## src/rtl/sys_arr_feed_ctrl.sv

```systemverilog
// Skewed west-edge feed for the systolic array: pops K_LEN words per row FIFO, row r trailing row 0 by r cycles.
// Pop-to-arr_dat latency 1; an empty FIFO on any active row stalls every row in lockstep so the skew never drifts.
module sys_arr_feed_ctrl #(
  parameter int ROWS   = 4,
  parameter int K_LEN  = 16,
  parameter int WORD_W = 32,
  parameter int CNT_W  = 16
) (
  input  logic                     clk,
  input  logic                     nRST,
  input  logic                     start,
  input  logic                     abort,
  input  logic [ROWS-1:0]          fifo_empty,
  input  logic [ROWS*WORD_W-1:0]   fifo_dat,
  output logic [ROWS-1:0]          fifo_pop,
  output logic [ROWS*WORD_W-1:0]   arr_dat,
  output logic [ROWS-1:0]          arr_vld,
  output logic                     busy,
  output logic                     done,
  output logic [CNT_W-1:0]         stall_cnt
);

  localparam int              T_W      = $clog2(K_LEN + ROWS);
  localparam int              T_LAST_I = K_LEN + ROWS - 2;
  localparam logic [T_W-1:0]  T_LAST   = T_W'(T_LAST_I);

  localparam logic [1:0] IDLE  = 2'd0;
  localparam logic [1:0] FEED  = 2'd1;
  localparam logic [1:0] FLUSH = 2'd2;

  logic [1:0]      state;
  logic [T_W-1:0]  t;
  logic [ROWS-1:0] active;
  logic            stall;
  logic            feeding;
  logic            last_beat;

  // Row r is on the wavefront for t in [r, r+K_LEN-1].
  always_comb begin
    active = '0;
    for (int r = 0; r < ROWS; r++) begin
      active[r] = (int'(t) >= r) && (int'(t) <= r + K_LEN - 1);
    end
  end

  always_comb begin
    stall     = (state == FEED) && |(active & fifo_empty);
    feeding   = nRST && !abort && (state == FEED) && !stall;
    fifo_pop  = feeding ? active : '0;
    last_beat = feeding && (t == T_LAST);
  end

  assign busy = (state != IDLE);

  always_ff @(posedge clk) begin
    if (!nRST) begin
      state     <= IDLE;
      t         <= '0;
      stall_cnt <= '0;
      arr_vld   <= '0;
      arr_dat   <= '0;
      done      <= 1'b0;
    end else begin
      // fifo_pop is already zero outside a live FEED cycle, so the data path needs no state decode.
      arr_vld <= fifo_pop;
      for (int r = 0; r < ROWS; r++) begin
        arr_dat[r*WORD_W +: WORD_W] <= fifo_pop[r] ? fifo_dat[r*WORD_W +: WORD_W] : '0;
      end
      done <= last_beat;

      if (abort) begin
        state <= IDLE;
      end else begin
        case (state)
          IDLE: begin
            if (start) begin
              state     <= FEED;
              t         <= '0;
              stall_cnt <= '0;
            end
          end
          FEED: begin
            if (stall) begin
              if (stall_cnt != '1) stall_cnt <= stall_cnt + 1'b1;
            end else begin
              t <= t + 1'b1;
              if (last_beat) state <= FLUSH;
            end
          end
          FLUSH:   state <= IDLE;
          default: state <= IDLE;
        endcase
      end
    end
  end

endmodule
```

## config.mk

```make
export PLATFORM = sky130hd
export DESIGN_NAME = sys_arr_feed_ctrl
export DESIGN_NICKNAME = d
export VERILOG_FILES = /design/src/rtl/sys_arr_feed_ctrl.sv
export SDC_FILE = /design/constraint.sdc
export NUM_CORES = 1
export LEC_CHECK = 0
export ABC_AREA = 1
export ABC_CLOCK_PERIOD_IN_PS = 2800
export CORE_UTILIZATION = 39
export CTS_BUF_LIST = sky130_fd_sc_hd__clkbuf_8 sky130_fd_sc_hd__clkbuf_16
export DETAILED_ROUTE_END_ITERATION = 10
export MAX_ROUTING_LAYER = met4
export PLACE_DENSITY_LB_ADDON = 0.08
export SYNTH_ARGS = -nofsm -noshare
export SYNTH_HDL_FRONTEND = slang
export SYNTH_SLANG_ARGS = --single-unit
```

## constraint.sdc

```tcl
create_clock -name clk -period 2.8 [get_ports clk]
set_clock_uncertainty 0.1 [all_clocks]
set_input_delay 0.56 -clock clk [delete_from_list [all_inputs] [get_ports clk]]
set_output_delay 0.56 -clock clk [all_outputs]
set_load 0.02 [all_outputs]
```

==> results.py <==
metrics = {
    "synth": {
        "synth_cell_type_count": 28,
        "ys_seq_area_frac": 0.565,
        "synth_warnings": 0,
        "synth-edff-count": 0,
        "syn-num-nets": 815,
        "post_synth_instance_area_um2": 5530,
        "synthArstFlopShare": 0,
        "syn-mean-instance-area_um2": 8.21,
        "ys_seq_elements": 156,
        "ys.flop_type": "dfxtp_1",
        "synthesis.instances": 674,
    },
    "clock_network": {
        "clk_latency_ps": 410,
        "cts-root-buf": "clkbuf_16",
        "cts.reportedPaths.clkPinSlew_ps": 60,
        "h-tree-depth": 4,
        "cts-buffers-inserted": 17,
        "cts_tree": "yes",
        "cts_buffer_depth": 2,
        "clock_sinks": 156,
    },
    "routing": {
        "vias": 5052,
        "firstDrtPassIters": 4,
        "ant_nets": 0,
        "viasPerCell": 4.29,
        "drt_iter0_drc": 206,
        "wl_per_cell_um": 12.9,
        "drcViolationCount": 0,
        "wirelength_um": 15100,
    },
    "job": {
        "cap_viol_max_count": 0,
    },
    "timing": {
        "relSlewSlack": 0.673,
        "drv_slew": 0,
        "hold_viol": 0,
        "timing.hold.ws_ps": 425,
        "min_period_ps": 2710,
        "worst_pin_slew_ps": 491,
        "finalCritPeriodShare": 0.968,
        "fmax_mhz": 369,
        "setup_tns_ps": 0,
        "timing.final.ws_setup_ps": 90.4,
        "setup_violations": 0,
    },
    "floorplanning": {
        "start_util": 0.398,
        "ios": 290,
        "rows": 43,
        "die_h_um": 121,
        "die-width_um": 121,
        "design.die.area_um2": 14700,
        "core_area_um2": 13900,
    },
    "global_routing": {
        "grt_pass1_wl_um": 23400,
        "track_usage": 0.213,
        "grt_remaining_overflow": 0,
        "grt_max_degree": 34,
        "busiest_layer": "met2",
        "use_met2": 0.389,
        "grt_antenna_before_repair": 0,
        "use_met3": 0.0526,
        "grt_pass1_vias": 4843,
        "met1_usage": 0.217,
    },
    "min_path": {
        "hold-path-endpoint": "stall_cnt[9]",
        "hp-class": "flip-flop to flip-flop",
        "min_path_cells": 2,
        "hp-start": "stall_cnt[9]",
    },
    "power_and_ir_drop": {
        "pwr_density_cell_nw_per_um2": 543,
        "switchingPower_mw": 1.07,
        "power.internal_mw": 4.00,
        "power_mw": 5.07,
        "clock_power_share": 0.468,
        "power.leakage_nw": 4.23,
        "ir_worst_vdd_mv": 0.327,
        "p_comb_frac": 0.088,
        "seqPwrFrac": 0.444,
        "swShare": 0.211,
    },
    "critical_path": {
        "ff2ff_setup_slack_ps": 540,
        "crit_path_start_kind": "flip-flop",
        "critical_path_class": "flip-flop to primary output",
        "r2r_start": "t[0]",
        "worstPathRequired_ps": 2140,
        "crit_fanout": 4,
        "rr_worst_depth": 14,
        "r2r-end": "stall_cnt[1]",
        "cp.arrival_ps": 2050,
        "critPathCaptureType": "primary output",
    },
    "place": {
        "io_buffers": 289,
        "place_area_um2": 8670,
        "post-dp-hpwl_um": 11400,
        "gp_congestion": 0.955,
        "dp_slack_ps": -243,
    },
    "final_layout": {
        "design_area_um2": 9330,
        "drive_gt1_frac": 0.125,
        "final_common_cell": "clkdlybuf4s50_1",
        "diodes": 0,
        "fill_cells": 1185,
        "final_cell_mix": "285 x clkdlybuf4s50_1, 153 x inv_1, 153 x dfxtp_1, 134 x nor2_1, 63 x nand2_1",
        "layout.nets": 1128,
        "area_growth_syn_to_layout_pct": 68.7,
    },
    "run_status": {
        "status": "completed",
    },
}
[cells by family (layout without fill, tap and decap cells)]
group,Yosys count,after routing,share of synthesized area
AOI/OAI and AO/OA,20,20,0.0181
and+or+nand+nor,305,305,0.255
buffers and inverters,178,501,0.135
DFF,156,156,0.565
xor gates and xnor gates,10,10,0.0158
adders and majority gates,5,5,0.0113
[registers in the layout, summed over array words and instances (netlist names)]
name and cells:
arr_vld 4, state 2, stall_cnt 16, arr_dat 128, t 5, done 1
[synthesized netlist by cell type, types with 3 or more instances]
cell	instances	share of area
buf_2	6	0.0054
nand3_1	42	0.038
nor2_2	38	0.043
xor2_1	10	0.016
nand2_1	63	0.043
nand2_4	3	0.0061
ha_1	5	0.011
dfxtp_1	156	0.56
nor2_4	3	0.0061
buf_6	8	0.016
nor2_1	136	0.092
nand4_1	5	0.0057
inv_1	155	0.11
nand2_2	5	0.0057
nor3_1	3	0.0027
a21oi_1	18	0.016
[power by group through the flow]
stage	Sequential (mW)	Clock, mW	Combinational [mW]
2_1_floorplan	2.31	0	0.153
5_1_grt	2.25	2.53	0.489
4_1_cts	2.25	2.42	0.438
6_report	2.25	2.37	0.445
3_3_place_gp	2.30	0	0.427
3_5_place_dp	2.30	0	0.434
[worst max-delay path, cell delays in order (launching register included)]
cell and delay, ps:
dfxtp_4 360, ha_4 160, buf_4 130, nor2_2 100, nand3_2 100, nand3_1 100, nand2_2 100, nor2_4 130
nand3_2 90, clkinv_4 120, nand3_4 70, inv_2 60, buf_6 110
[how the worst max path moves through the flow]
stage,from,endpoint,slack (ps)
floorplan,t[0],fifo_pop[2],260
global placement,nRST,fifo_pop[3],-230
detailed placement,nRST,fifo_pop[3],-240
CTS,t[0],fifo_pop[3],5
global route,t[0],fifo_pop[2],-7
finish,t[0],fifo_pop[3],90
[area by class of cell]
class | instances | area (um2) | area share
clock buffer | 18 | 439 | 0.0471
clock inverter | 11 | 169 | 0.0181
sequential | 156 | 3130 | 0.335
tap | 180 | 225 | 0.0241
inverter | 160 | 606 | 0.0649
multi-input combinational | 340 | 1700 | 0.182
timing repair buffer | 312 | 3070 | 0.329
[metal layers]
layer / up-vias / wire length, um
met1: 2284 / 5850
met2: 161 / 8110
met5: - / 0
li1: 2572 / -
met4: 0 / 355
met3: 35 / 821
[repair_timing]
action / CTS / global route
pin swaps: 0 / 7
buffers inserted: 0 / 1
hold buffers: 0 / 0
setup endpoints to repair: 4 / 4
resized for setup: 21 / 18
gates cloned: 0 / 0
[through the flow]
step / util / std cells
final: 0.672 / 1177
after global placement: 0.625 / 1147
after floorplan: - / 674
after CTS: 0.668 / 1176
after global routing: 0.672 / 1177
after detailed placement: 0.625 / 1147
(Power assumes the default switching activity.)
